--- src/rtl/mux_arb_pkg.sv ---
// Shared constants, state type and round-robin pick function for the mux_8to1 arbiter.
package mux_arb_pkg;

  localparam int unsigned N_REQ = 8;
  localparam int unsigned SEL_W = 3;

  typedef enum logic [0:0] {
    StIdle,
    StBusy
  } state_e;

  typedef struct packed {
    logic             hit;
    logic [SEL_W-1:0] idx;
  } pick_t;

  // First asserted request at or after ptr, wrapping 7 -> 0.
  function automatic pick_t rr_pick(input logic [N_REQ-1:0] req, input logic [SEL_W-1:0] ptr);
    pick_t            res;
    logic [SEL_W-1:0] k;
    res = '0;
    // Walk offsets from farthest to nearest so the nearest hit is the one left standing.
    for (int unsigned off = N_REQ; off > 0; off--) begin
      k = ptr + SEL_W'(off - 1);
      if (req[k]) begin
        res.hit = 1'b1;
        res.idx = k;
      end
    end
    return res;
  endfunction

endpackage

--- src/rtl/mux_8to1.sv ---
// Combinational 8-to-1 mux: y is the data bit selected by s.
module mux_8to1 (
  input  logic [7:0] i,
  input  logic [2:0] s,
  output logic       y
);

  always_comb begin
    y = i[s];
  end

endmodule

--- src/rtl/mux_8to1_arbiter.sv ---
// Round-robin slot arbiter driving the mux_8to1 select, with a registered data bit and valid.
module mux_8to1_arbiter
  import mux_arb_pkg::*;
#(
  parameter int unsigned SLOT_CYCLES = 4
) (
  input  logic             clk,
  input  logic             rst_n,
  input  logic [N_REQ-1:0] req,
  input  logic [N_REQ-1:0] i,
  output logic [N_REQ-1:0] gnt,
  output logic [SEL_W-1:0] s,
  output logic             busy,
  output logic             y_out,
  output logic             y_valid
);

  localparam logic [3:0] CntLast = 4'(SLOT_CYCLES - 1);

  state_e           state;
  logic [SEL_W-1:0] ptr;
  logic [3:0]       cnt;
  logic             y;
  pick_t            pick;
  logic             slot_more;

  mux_8to1 u_mux (
    .i(i),
    .s(s),
    .y(y)
  );

  always_comb begin
    pick      = rr_pick(req, ptr);
    slot_more = (state == StBusy) && req[s] && (cnt < CntLast);
  end

  // Idle entry and slot boundary share one path: re-pick, else drop to idle with s held.
  always_ff @(posedge clk) begin
    if (!rst_n) begin
      state   <= StIdle;
      gnt     <= '0;
      s       <= '0;
      busy    <= 1'b0;
      y_out   <= 1'b0;
      y_valid <= 1'b0;
      ptr     <= '0;
      cnt     <= '0;
    end else begin
      y_out   <= y;
      y_valid <= (state == StBusy) && req[s];
      if (slot_more) begin
        cnt <= cnt + 4'd1;
      end else if (pick.hit) begin
        state <= StBusy;
        busy  <= 1'b1;
        gnt   <= N_REQ'(1) << pick.idx;
        s     <= pick.idx;
        cnt   <= '0;
        ptr   <= pick.idx + SEL_W'(1);
      end else begin
        state <= StIdle;
        busy  <= 1'b0;
        gnt   <= '0;
      end
    end
  end

endmodule

--- config.mk ---
export PLATFORM = sky130hd
export DESIGN_NAME = mux_8to1_arbiter
export DESIGN_NICKNAME = d
export VERILOG_FILES = /design/src/rtl/mux_arb_pkg.sv /design/src/rtl/mux_8to1.sv /design/src/rtl/mux_8to1_arbiter.sv
export SDC_FILE = /design/constraint.sdc
export NUM_CORES = 1
export LEC_CHECK = 0
export ABC_AREA = 1
export BUFFER_PORTS_ARGS = -buffer_cell sky130_fd_sc_hd__buf_4
export CAP_MARGIN = 20
export CELL_PAD_IN_SITES_DETAIL_PLACEMENT = 1
export CELL_PAD_IN_SITES_GLOBAL_PLACEMENT = 2
export CORE_UTILIZATION = 34
export CTS_BUF_LIST = sky130_fd_sc_hd__clkbuf_16
export DETAILED_ROUTE_END_ITERATION = 8
export GPL_TIMING_DRIVEN = 1
export PLACE_DENSITY = 0.87
export SLEW_MARGIN = 20
export SYNTH_ARGS = -nofsm -noshare
export SYNTH_HDL_FRONTEND = slang
export SYNTH_SLANG_ARGS = --single-unit
--- constraint.sdc ---
create_clock -name clk -period 4.3 [get_ports clk]
set_input_delay 1.075 -clock clk [delete_from_list [all_inputs] [get_ports clk]]
set_output_delay 1.075 -clock clk [all_outputs]
set_load 0.01 [all_outputs]
== Word level (Yosys, flattened, before mapping) ==
Cells that the tools add are included.

* Flip-flop bits (word level): 21
* Output and inout bits: 14
* Logic and storage cells: 64

* $add $sub $neg: 9
* Order comparisons: 10
* Shift operators: 1
* Muxes and demuxes: 32
* Bitwise logic cells: 1
* Reductions and logical operators: 4

{| class="wikitable"
|+ Operator list
! kind !! number
|-
| $mux W4 || 10
|-
| $lt A3 B4 Y1 const B || 9
|-
| $bmux W1 S3 || 10
|-
| $add A3 B3 Y3 const B || 4
|-
| $mux W1 || 11
|-
| $mux W8 || 1
|-
| $shl A1 B3 Y8 const A || 1
|-
| $add A3 B1 Y3 const B || 2
|-
| $add A3 B2 Y3 const B || 2
|-
| $add A4 B1 Y4 const B || 1
|-
| $lt A4 B2 Y1 const B || 1
|-
| $logic_and A1 B1 Y1 || 2
|-
| $reduce_and A2 Y1 || 1
|-
| $reduce_bool A2 Y1 || 1
|-
| $not A1 Y1 || 1
|}

== Longest topological paths before layout ==
Gate-level depths: netlist of the first run.

* Depth in word-level cells: 13
* Gate-level depth with buffers: 20
* Gate-level depth less buffers: 19

== Cells and area by module ==
A second synthesis of the first run with hierarchy kept.

* Cell total of the unflattened synthesis: 266
* Area, all modules: 1,694.1 um^2

{| class="wikitable"
|+ By module, submodules not included
! module !! times used !! cells each !! area an instance (um^2) !! sequential area each (um^2)
|-
| mux_8to1_arbiter || 1 || 238 || 1,584.0 || 420.4
|-
| mux_8to1 || 1 || 28 || 110.1 || 0.0
|}

== Worst setup path before layout of the first run ==
No wires, ideal clock.

* Path type: input to register
* Start point: input req[7]
* End point: register ptr[2]
* Library setup time: 118 ps
* Data arrival time: 2,515 ps
* Required time: 4,182 ps
* Setup slack: 1,667 ps
* Stages on the path: 16
* Cells stage by stage: nand2_1 > nand3_1 > nand3_2 > nand2_2 > nor2_4 > nor2_1 > nand2_1 > nand2_1 > nand2_1 > nand3b_1 > nand2_4 > inv_2 > nor2_1 > ha_1 > o21ai_1 > a21oi_1

{| class="wikitable"
|+ RTL lines
! what !! RTL line !! RTL
|-
| from (decl) || mux_8to1_arbiter.sv:9 || <nowiki>input logic [N_REQ-1:0] req,</nowiki>
|-
| to (signal assigned) || mux_8to1_arbiter.sv:60 || <nowiki>ptr <= pick.idx + SEL_W'(1);</nowiki>
|-
| to (decl) || mux_8to1_arbiter.sv:21 || <nowiki>logic [SEL_W-1:0] ptr;</nowiki>
|}

== Worst setup path after layout of the first run ==
* Start point: register ptr[0]
* End point: register ptr[2]

* Cells in the longest elaborated chain, start to end: 12

{| class="wikitable"
|+ Ends and longest elaborated chain
! what !! RTL line !! RTL
|-
| $add A3 B3 Y3 || mux_arb_pkg.sv:24 || <nowiki>k = ptr + SEL_W'(off - 1);</nowiki>
|-
| $bmux W1 S3 || mux_arb_pkg.sv:25 || <nowiki>if (req[k]) begin</nowiki>
|-
| $mux W1 (implied by the code) || mux_arb_pkg.sv:25 ||
|-
| $mux W4 (7 in a row) || mux_arb_pkg.sv:25 ||
|-
| $mux W4 (*) || mux_arb_pkg.sv:25 ||
|-
| $add A3 B1 Y3 / $reduce_and A2 Y1 (equally long branches) || - ||
|}

Mark *: on every way between the ends. The rest lies on a longest branch, timed or not. The select of a mux whose other input is x is not followed.
A chain may end at the register's enable or synchronous reset.

==> results of run 1 <==
-- power by group through the flow --
stage                     logic (mW)  registers, mW  clock network (mW)
after floorplan                 1.24          0.299                   0
after global placement          1.53          0.321                   0
after detailed placement        1.54          0.322                   0
after CTS                       1.54          0.319               0.202
after global routing            1.71          0.328               0.209
final                           1.52          0.318               0.196
-- per-stage QoR --
| step | setup WS, ns | instances | util (%) |
|---|---|---|---|
| finish | 1.24 | 352 | 42.2 |
| floorplan | 1.67 | 254 | - |
| global placement | 1.30 | 348 | 40.6 |
| detailed placement | 1.26 | 348 | 40.6 |
| global route | 0.928 | 352 | 42.2 |
| CTS | 1.23 | 352 | 42.2 |
-- worst max-delay path by stage --
stage / startpoint / to / slack, ns
2_1_floorplan: req[7] / ptr[2] / 1.67
3_3_place_gp: req[7] / ptr[2] / 1.30
3_5_place_dp: ptr[0] / ptr[2] / 1.26
4_1_cts: ptr[0] / ptr[2] / 1.23
5_1_grt: ptr[0] / ptr[2] / 0.93
6_report: ptr[0] / ptr[2] / 1.24
-- state kept, by name (all words and copies together) (netlist names) --
| register | flops |
|---|---|
| ptr | 3 |
| y_out | 1 |
| s | 3 |
| y_valid | 1 |
| cnt | 4 |
| state | 1 |
| gnt | 8 |
-- cells in the final DEF (no fill, tap or decap) --
| cell | instances |
|---|---|
| sky130_fd_sc_hd__xor2_1 | 2 |
| sky130_fd_sc_hd__clkinv_1 | 1 |
| sky130_fd_sc_hd__nand3b_1 | 1 |
| sky130_fd_sc_hd__clkbuf_16 | 3 |
| sky130_fd_sc_hd__nand2_1 | 57 |
| sky130_fd_sc_hd__o21ai_0 | 8 |
| sky130_fd_sc_hd__o32ai_1 | 2 |
| sky130_fd_sc_hd__nand3_1 | 15 |
| sky130_fd_sc_hd__o22ai_1 | 1 |
| sky130_fd_sc_hd__nand3_4 | 2 |
| sky130_fd_sc_hd__clkinv_2 | 1 |
| sky130_fd_sc_hd__a21oi_1 | 16 |
| sky130_fd_sc_hd__nand2_8 | 1 |
| sky130_fd_sc_hd__mux2i_1 | 1 |
| sky130_fd_sc_hd__nor2_1 | 24 |
| sky130_fd_sc_hd__inv_1 | 14 |
| sky130_fd_sc_hd__nor2_2 | 1 |
| sky130_fd_sc_hd__xnor2_1 | 2 |
| sky130_fd_sc_hd__nand4_2 | 1 |
| sky130_fd_sc_hd__nand2_2 | 11 |
| sky130_fd_sc_hd__buf_4 | 32 |
| sky130_fd_sc_hd__nor3_1 | 1 |
| sky130_fd_sc_hd__nor2_4 | 3 |
| sky130_fd_sc_hd__nand4_1 | 3 |
| sky130_fd_sc_hd__ha_1 | 6 |
| sky130_fd_sc_hd__nand2_4 | 8 |
| sky130_fd_sc_hd__dfxtp_1 | 21 |
| sky130_fd_sc_hd__nand3_2 | 24 |
| sky130_fd_sc_hd__inv_2 | 7 |
| sky130_fd_sc_hd__o21ai_1 | 4 |
| sky130_fd_sc_hd__a21oi_2 | 5 |
| sky130_fd_sc_hd__inv_4 | 4 |
-- metal layers --
layer | part of all wire (%) | up-vias | GRT usage [%]
met5 | 0 | - | 0
met4 | 1.1 | 0 | 3.70
met3 | 2.2 | 6 | 1.98
met2 | 47 | 23 | 31.3
met1 | 49 | 786 | 25.8
li1 | - | 890 | -
-- area by class of cell --
type,count,share of cell area (%)
flip-flops and latches,21,19.3
inverters,26,4.93
multi-input cells,199,57.1
clock buffers,3,3.44
repair buffers,32,11.0
clock inverters,1,0.229
well taps,70,4.02
-- synthesized netlist by cell type --
cell,n,share of area (%)
sky130_fd_sc_hd__clkinv_1,1,0.20
sky130_fd_sc_hd__nand3_2,24,13
sky130_fd_sc_hd__xnor2_1,2,0.95
sky130_fd_sc_hd__a21oi_2,5,2.4
sky130_fd_sc_hd__xor2_1,2,0.95
sky130_fd_sc_hd__nand3b_1,1,0.41
sky130_fd_sc_hd__nand4_1,3,1.0
sky130_fd_sc_hd__o32ai_1,2,0.95
sky130_fd_sc_hd__dfxtp_1,21,23
sky130_fd_sc_hd__nor2_2,1,0.34
sky130_fd_sc_hd__a21oi_1,16,4.4
sky130_fd_sc_hd__nand3_4,2,1.9
sky130_fd_sc_hd__inv_2,7,1.4
sky130_fd_sc_hd__inv_4,4,1.4
sky130_fd_sc_hd__nand3_1,15,4.1
sky130_fd_sc_hd__nand2_1,57,12
sky130_fd_sc_hd__clkbuf_1,1,0.20
sky130_fd_sc_hd__o21ai_1,4,1.1
sky130_fd_sc_hd__nor2_1,24,4.9
sky130_fd_sc_hd__ha_1,6,4.1
sky130_fd_sc_hd__buf_2,2,0.54
sky130_fd_sc_hd__nor2_4,3,1.8
sky130_fd_sc_hd__nand2_2,11,3.7
sky130_fd_sc_hd__nand4_2,1,0.68
sky130_fd_sc_hd__nor3_1,1,0.27
sky130_fd_sc_hd__nand2_4,8,4.9
sky130_fd_sc_hd__buf_6,1,0.61
sky130_fd_sc_hd__nand2_8,1,1.1
sky130_fd_sc_hd__inv_1,14,2.9
sky130_fd_sc_hd__o22ai_1,1,0.34
sky130_fd_sc_hd__o21ai_0,8,2.2
sky130_fd_sc_hd__buf_12,1,1.1
sky130_fd_sc_hd__mux2i_1,1,0.54
sky130_fd_sc_hd__buf_4,3,1.2
-- tightest hold or removal path: cells and delay by family, from the launching register on --
| kind | cells | cell delay [ns] |
|---|---|---|
| flip-flops | 1 | 0.31 |
| AND/OR/NAND/NOR | 2 | 0.08 |
-- cells by family (layout without fill, tap and decap cells) --
kind of cell	after synthesis	after routing
AND/OR/NAND/NOR	152	152
AO/OA/AOI/OAI	36	36
buffers and inverters	34	62
flip-flops	21	21
adder cells (fa/ha/maj)	6	6
XOR/XNOR	4	4
multiplexers	1	1
==> run_summary.xml, run 1 <==
<?xml version="1.0" encoding="UTF-8"?>
<metrics>
  <group name="clock_tree">
    <metric name="worst_skew_pair_later_pin_latency" unit="ns">0.25</metric>
    <metric name="numClockSinks" unit="">21</metric>
    <metric name="cts_max_level" unit="">1</metric>
    <metric name="cts-root-buf" unit="">sky130_fd_sc_hd__clkbuf_16</metric>
    <metric name="clock_path_buffers" unit="">2</metric>
    <metric name="post_cts_resize_count" unit="">0</metric>
    <metric name="tritoncts_clock_tree" unit="">done</metric>
    <metric name="post_cts_clock_slew_at_the_launch_and_capture_registers_of_the_worst_setup_and_hold_paths" unit="ns">0.06</metric>
    <metric name="postCtsHoldBufs" unit="">0</metric>
    <metric name="post-cts-setup-buffers" unit="">0</metric>
    <metric name="numCtsBuffers" unit="">3</metric>
  </group>
  <group name="logic_synthesis">
    <metric name="synth_area_per_cell" unit="um^2">7.25</metric>
    <metric name="muxShareOfSynthArea" unit="%">0.544</metric>
    <metric name="synth-adder-area-share" unit="%">4.08</metric>
    <metric name="main_combinational_cell_family_by_area_after_synthesis" unit="">simple AND/OR/NAND/NOR gates</metric>
    <metric name="yosys_register_bits" unit="">21</metric>
    <metric name="total_number_of_yosys_warnings" unit="">0</metric>
    <metric name="synth_nets" unit="">278</metric>
    <metric name="syn-cell-area" unit="um^2">1840</metric>
    <metric name="simple_logic_cell_fraction_of_the_synthesized_area" unit="%">49.8</metric>
    <metric name="netlist-cell-type-count" unit="">34</metric>
    <metric name="synthXorXnorAreaFrac" unit="%">1.90</metric>
    <metric name="yosysSeqAreaShare" unit="%">22.8</metric>
    <metric name="synth_compound_gate_area_share" unit="%">11.3</metric>
    <metric name="synthCells" unit="">254</metric>
  </group>
  <group name="cells_and_area">
    <metric name="footprint_of_the_flip_flops_and_latches" unit="um^2">420</metric>
    <metric name="design.final.nets" unit="">307</metric>
    <metric name="area.growth.synth_to_final" unit="%">18.5</metric>
    <metric name="filler_cell_count" unit="">663</metric>
    <metric name="multi_input_comb_area" unit="um^2">1240</metric>
    <metric name="design_area" unit="um^2">2180</metric>
    <metric name="share_of_post_route_cells_with_drive_strength_above_1" unit="%">36.5</metric>
    <metric name="num_antenna_cells" unit="">0</metric>
  </group>
  <group name="route">
    <metric name="via_per_inst" unit="">4.84</metric>
    <metric name="detail_route.wl_per_cell" unit="um">13.6</metric>
    <metric name="first_iter_violations" unit="">27</metric>
    <metric name="remaining_drc_errors" unit="">0</metric>
    <metric name="postRouteWirelength" unit="mm">4.79</metric>
    <metric name="detail-route-antenna-nets" unit="">0</metric>
    <metric name="first_pass_iters" unit="">4</metric>
    <metric name="detailroute.via_count" unit="">1705</metric>
  </group>
  <group name="worst_setup_path">
    <metric name="crit_cells" unit="">18</metric>
    <metric name="timing.rr.end" unit="">ptr[2]</metric>
    <metric name="crit_required" unit="ns">4.44</metric>
    <metric name="critical_path.slowest_cell" unit="">sky130_fd_sc_hd__dfxtp_1</metric>
    <metric name="endpoint_kind" unit="">flop</metric>
    <metric name="critical-path-top-delay-family" unit="">simple AND/OR/NAND/NOR gates</metric>
    <metric name="crit_fanout" unit="">11</metric>
    <metric name="timing.critical_path.arrival" unit="ns">3.21</metric>
    <metric name="worst_r2r_src" unit="">ptr[0]</metric>
    <metric name="regToRegSetupSlack" unit="ns">1.24</metric>
    <metric name="criticalPathCategory" unit="">flop to flop</metric>
    <metric name="cp-start-kind" unit="">flop</metric>
    <metric name="cp_common_cell" unit="">sky130_fd_sc_hd__nand2_1</metric>
    <metric name="crit_path_max_incr_delay" unit="ns">0.58</metric>
    <metric name="crit_path_cell_trace" unit="">inv_4 &gt; ha_1 &gt; inv_2 &gt; nand3_2 &gt; nand3_2 &gt; nand2_2 &gt; a21oi_1 &gt; nand2_1 &gt; inv_1 &gt; nand2_1 &gt; nand2_1 &gt; nand2_2 &gt; nand2_1 &gt; nand2_2 &gt; nor2_1 &gt; ha_1 &gt; o21ai_1 &gt; a21oi_1</metric>
    <metric name="cp.buffers_inverters" unit="">3</metric>
    <metric name="r2r_cells" unit="">18</metric>
  </group>
  <group name="worst_hold_path">
    <metric name="hold_end" unit="">cnt[3]</metric>
    <metric name="hold_start" unit="">cnt[3]</metric>
    <metric name="min-delay-path-class" unit="">flop to flop</metric>
    <metric name="hold_depth" unit="">2</metric>
  </group>
  <group name="pwr">
    <metric name="netSwitchingPower" unit="mW">1.13</metric>
    <metric name="internal_power" unit="mW">0.910</metric>
    <metric name="power_density" unit="nW/um^2">934</metric>
    <metric name="seq_power_share" unit="%">15.6</metric>
    <metric name="power.combinational.fraction" unit="%">74.8</metric>
    <metric name="power_total" unit="mW">2.04</metric>
    <metric name="share_clk_of_total_power" unit="%">9.6</metric>
    <metric name="power.static_leakage" unit="nW">1.01</metric>
    <metric name="power_switching_share" unit="%">55.3</metric>
    <metric name="vdd_drop_max" unit="mV">0.320</metric>
  </group>
  <group name="global_route">
    <metric name="antenna_found_initial" unit="">0</metric>
    <metric name="grt_pass1_vias" unit="">1683</metric>
    <metric name="track_usage" unit="%">18.6</metric>
    <metric name="global_route.overflow_total" unit="">0</metric>
    <metric name="grt_max_degree" unit="">13</metric>
    <metric name="grt_first_pass_wirelength" unit="mm">8.19</metric>
  </group>
  <group name="floorplanning">
    <metric name="core.rowCount" unit="">26</metric>
    <metric name="floorplan.io_pins" unit="">32</metric>
    <metric name="floorplan.die.height" unit="um">75.6</metric>
    <metric name="floorplan.initialDensity" unit="%">35.6</metric>
    <metric name="core_area" unit="um^2">5170</metric>
    <metric name="floorplan.die_area" unit="um^2">5710</metric>
    <metric name="die_x" unit="um">75.6</metric>
  </group>
  <group name="status">
    <metric name="outcome" unit="">finished clean</metric>
  </group>
  <group name="placement">
    <metric name="port_buffers" unit="">31</metric>
    <metric name="dpl_cell_area" unit="um^2">2100</metric>
    <metric name="hpwl" unit="mm">3.99</metric>
    <metric name="gp_congestion" unit="">0.819</metric>
  </group>
  <group name="sta">
    <metric name="unrepaired_setup_endpoints_after_global_routing" unit="">false</metric>
    <metric name="smallest_hold_slack" unit="ns">0.439</metric>
    <metric name="tightest_slew" unit="ns">0.477</metric>
    <metric name="min_period" unit="ns">3.06</metric>
    <metric name="final_min_period_over_clock_period" unit="%">71.2</metric>
    <metric name="setup_tns" unit="ns">0</metric>
    <metric name="final.setup_skew" unit="ns">0.00331</metric>
    <metric name="setup_viol_count_final" unit="">0</metric>
    <metric name="timing.max_slew.rel_slack" unit="%">68.2</metric>
    <metric name="final_max_slew_viols" unit="">0</metric>
    <metric name="report.final.hold_viol_count" unit="">0</metric>
    <metric name="fmax" unit="MHz">326</metric>
  </group>
  <group name="flow_run">
    <metric name="cap_viol_max_count" unit="">0</metric>
  </group>
</metrics>
No activity file was read; power rests on OpenSTA's default activity.
==> run 2, diff against run 1 <==
- CORE_UTILIZATION: 34 -> 31
- PLACE_DENSITY: 0.87 -> 0.81
- clock period: 4.3 -> 3.2 ns (I/O delays scaled with it)
==> run_summary.xml, run 2 (synthesis results as in run 1) <==
<?xml version="1.0" encoding="UTF-8"?>
<metrics>
  <group name="clock_tree">
    <metric name="cts_max_level" unit="">1</metric>
    <metric name="tritoncts_clock_tree" unit="">done</metric>
    <metric name="numClockSinks" unit="">21</metric>
    <metric name="worst_skew_pair_later_pin_latency" unit="ns">0.25</metric>
    <metric name="postCtsHoldBufs" unit="">0</metric>
    <metric name="post-cts-setup-buffers" unit="">0</metric>
    <metric name="post_cts_clock_slew_at_the_launch_and_capture_registers_of_the_worst_setup_and_hold_paths" unit="ns">0.06</metric>
    <metric name="cts-root-buf" unit="">sky130_fd_sc_hd__clkbuf_16</metric>
    <metric name="clock_path_buffers" unit="">2</metric>
    <metric name="post_cts_resize_count" unit="">0</metric>
    <metric name="numCtsBuffers" unit="">3</metric>
  </group>
  <group name="sta">
    <metric name="unrepaired_setup_endpoints_after_global_routing" unit="">false</metric>
    <metric name="setup_tns" unit="ns">0</metric>
    <metric name="timing.max_slew.rel_slack" unit="%">68.5</metric>
    <metric name="smallest_hold_slack" unit="ns">0.454</metric>
    <metric name="final_min_period_over_clock_period" unit="%">83.8</metric>
    <metric name="final_max_slew_viols" unit="">0</metric>
    <metric name="fmax" unit="MHz">373</metric>
    <metric name="min_period" unit="ns">2.68</metric>
    <metric name="report.final.hold_viol_count" unit="">0</metric>
    <metric name="tightest_slew" unit="ns">0.471</metric>
    <metric name="final.setup_skew" unit="ns">0.00161</metric>
    <metric name="setup_viol_count_final" unit="">0</metric>
  </group>
  <group name="worst_setup_path">
    <metric name="cp_common_cell" unit="">sky130_fd_sc_hd__nand2_1</metric>
    <metric name="crit_required" unit="ns">3.34</metric>
    <metric name="endpoint_kind" unit="">flop</metric>
    <metric name="critical_path.slowest_cell" unit="">sky130_fd_sc_hd__ha_1</metric>
    <metric name="cp.buffers_inverters" unit="">3</metric>
    <metric name="cp-start-kind" unit="">flop</metric>
    <metric name="crit_path_max_incr_delay" unit="ns">0.42</metric>
    <metric name="criticalPathCategory" unit="">flop to flop</metric>
    <metric name="timing.critical_path.arrival" unit="ns">2.82</metric>
    <metric name="critical-path-top-delay-family" unit="">simple AND/OR/NAND/NOR gates</metric>
    <metric name="crit_path_cell_trace" unit="">inv_4 &gt; ha_1 &gt; inv_2 &gt; nand3_2 &gt; nand3_2 &gt; nand2_2 &gt; a21oi_1 &gt; nand2_1 &gt; inv_1 &gt; nand2_1 &gt; nand2_1 &gt; nand2_2 &gt; nand2_1 &gt; nand2_2 &gt; nor2_1 &gt; ha_1 &gt; o21ai_1 &gt; a21oi_1</metric>
    <metric name="crit_fanout" unit="">8</metric>
  </group>
  <group name="route">
    <metric name="first_pass_iters" unit="">4</metric>
    <metric name="via_per_inst" unit="">4.91</metric>
    <metric name="detail-route-antenna-nets" unit="">0</metric>
    <metric name="detailroute.via_count" unit="">1749</metric>
    <metric name="detail_route.wl_per_cell" unit="um">14.0</metric>
    <metric name="postRouteWirelength" unit="mm">4.97</metric>
    <metric name="first_iter_violations" unit="">39</metric>
    <metric name="remaining_drc_errors" unit="">0</metric>
  </group>
  <group name="pwr">
    <metric name="internal_power" unit="mW">1.24</metric>
    <metric name="netSwitchingPower" unit="mW">1.54</metric>
    <metric name="power.combinational.fraction" unit="%">75.7</metric>
    <metric name="power.static_leakage" unit="nW">1.02</metric>
    <metric name="power_density" unit="nW/um^2">1270</metric>
    <metric name="power_switching_share" unit="%">55.4</metric>
    <metric name="share_clk_of_total_power" unit="%">9.3</metric>
    <metric name="vdd_drop_max" unit="mV">0.416</metric>
    <metric name="seq_power_share" unit="%">15.0</metric>
  </group>
  <group name="floorplanning">
    <metric name="die_x" unit="um">79.1</metric>
    <metric name="core.rowCount" unit="">27</metric>
    <metric name="core_area" unit="um^2">5610</metric>
    <metric name="floorplan.io_pins" unit="">32</metric>
    <metric name="floorplan.die.height" unit="um">79.1</metric>
    <metric name="floorplan.die_area" unit="um^2">6250</metric>
    <metric name="floorplan.initialDensity" unit="%">32.8</metric>
  </group>
  <group name="global_route">
    <metric name="track_usage" unit="%">17.3</metric>
    <metric name="antenna_found_initial" unit="">0</metric>
    <metric name="grt_pass1_vias" unit="">1811</metric>
    <metric name="global_route.overflow_total" unit="">0</metric>
    <metric name="grt_max_degree" unit="">13</metric>
    <metric name="grt_first_pass_wirelength" unit="mm">8.56</metric>
  </group>
  <group name="placement">
    <metric name="hpwl" unit="mm">4.10</metric>
    <metric name="port_buffers" unit="">31</metric>
    <metric name="gp_congestion" unit="">0.801</metric>
  </group>
  <group name="status">
    <metric name="outcome" unit="">finished clean</metric>
  </group>
  <group name="cells_and_area">
    <metric name="biggestRegsByFlops" unit="">gnt (8), cnt (4)</metric>
    <metric name="area.growth.synth_to_final" unit="%">19.4</metric>
    <metric name="top_register" unit="">gnt</metric>
    <metric name="footprint_of_the_flip_flops_and_latches" unit="um^2">420</metric>
    <metric name="num_antenna_cells" unit="">0</metric>
    <metric name="final_cell_mix" unit="">sky130_fd_sc_hd__nand2_1 (57), sky130_fd_sc_hd__buf_4 (34), sky130_fd_sc_hd__nand3_2 (24), sky130_fd_sc_hd__nor2_1 (24), sky130_fd_sc_hd__dfxtp_1 (21)</metric>
    <metric name="max_reg_flops" unit="">8</metric>
    <metric name="layout_commonest_cell" unit="">sky130_fd_sc_hd__nand2_1</metric>
    <metric name="multi_input_comb_area" unit="um^2">1240</metric>
    <metric name="share_of_post_route_cells_with_drive_strength_above_1" unit="%">36.6</metric>
    <metric name="design.final.nets" unit="">309</metric>
    <metric name="filler_cell_count" unit="">733</metric>
  </group>
  <group name="flow_run">
    <metric name="cap_viol_max_count" unit="">0</metric>
  </group>
  <group name="worst_hold_path">
    <metric name="min-delay-path-class" unit="">flop to flop</metric>
  </group>
</metrics>
run 2: per-stage QoR:
step	worst slack, ns	cells	power [mW]	area (um^2)	utilization (%)
6_report	0.520	356	2.78	2200	39.2
3_3_place_gp	0.458	352	2.52	2120	37.8
2_1_floorplan	0.622	254	2.07	1840	-
4_1_cts	0.505	356	2.81	2200	39.2
5_1_grt	0.254	356	3.08	2200	39.2
3_5_place_dp	0.444	352	2.55	2120	37.8
run 2: power groups by stage:
| stage | clock network (mW) | registers, mW | logic, mW |
|---|---|---|---|
| 6_report | 0.258 | 0.418 | 2.11 |
| 5_1_grt | 0.277 | 0.428 | 2.37 |
| 4_1_cts | 0.263 | 0.420 | 2.13 |
| 3_5_place_dp | 0 | 0.424 | 2.12 |
| 3_3_place_gp | 0 | 0.423 | 2.10 |
| 2_1_floorplan | 0 | 0.401 | 1.67 |
run 2: worst register-to-register path, delay by kind of cell (launching register included):
kind	cells	cell delay, ns
buffers and inverters	3	0.32
AND/OR/NAND/NOR	10	0.90
AO/OA/AOI/OAI	3	0.32
flip-flops	1	0.37
adder cells (fa/ha/maj)	2	0.66
run 2: layer usage:
layer  vias to the layer above  wire length, um  global-route usage [%]
met5                         -                0                       0
met4                         0               28                    2.73
met3                         5               80                    2.07
met2                        17             2420                    29.5
met1                       828             2450                    23.7
li1                        899                -                       -
run 2: worst paths after layout:
path | start | endpoint | slack [ns] | cells after the start
min reg2reg | cnt[3] | cnt[3] | 0.45 | 2
min | cnt[3] | cnt[3] | 0.45 | 2
max | ptr[1] | ptr[2] | 0.52 | 18
max reg2reg | ptr[1] | ptr[2] | 0.52 | 18
run 2: layout make-up:
class	count	share of cell area, %
Multi-Input combinational cell	199	56.7
Sequential cell	21	19.1
Timing Repair Buffer	34	11.6
Inverter	26	4.90
Tap cell	72	4.10
Clock buffer	3	3.42
Clock inverter	1	0.171
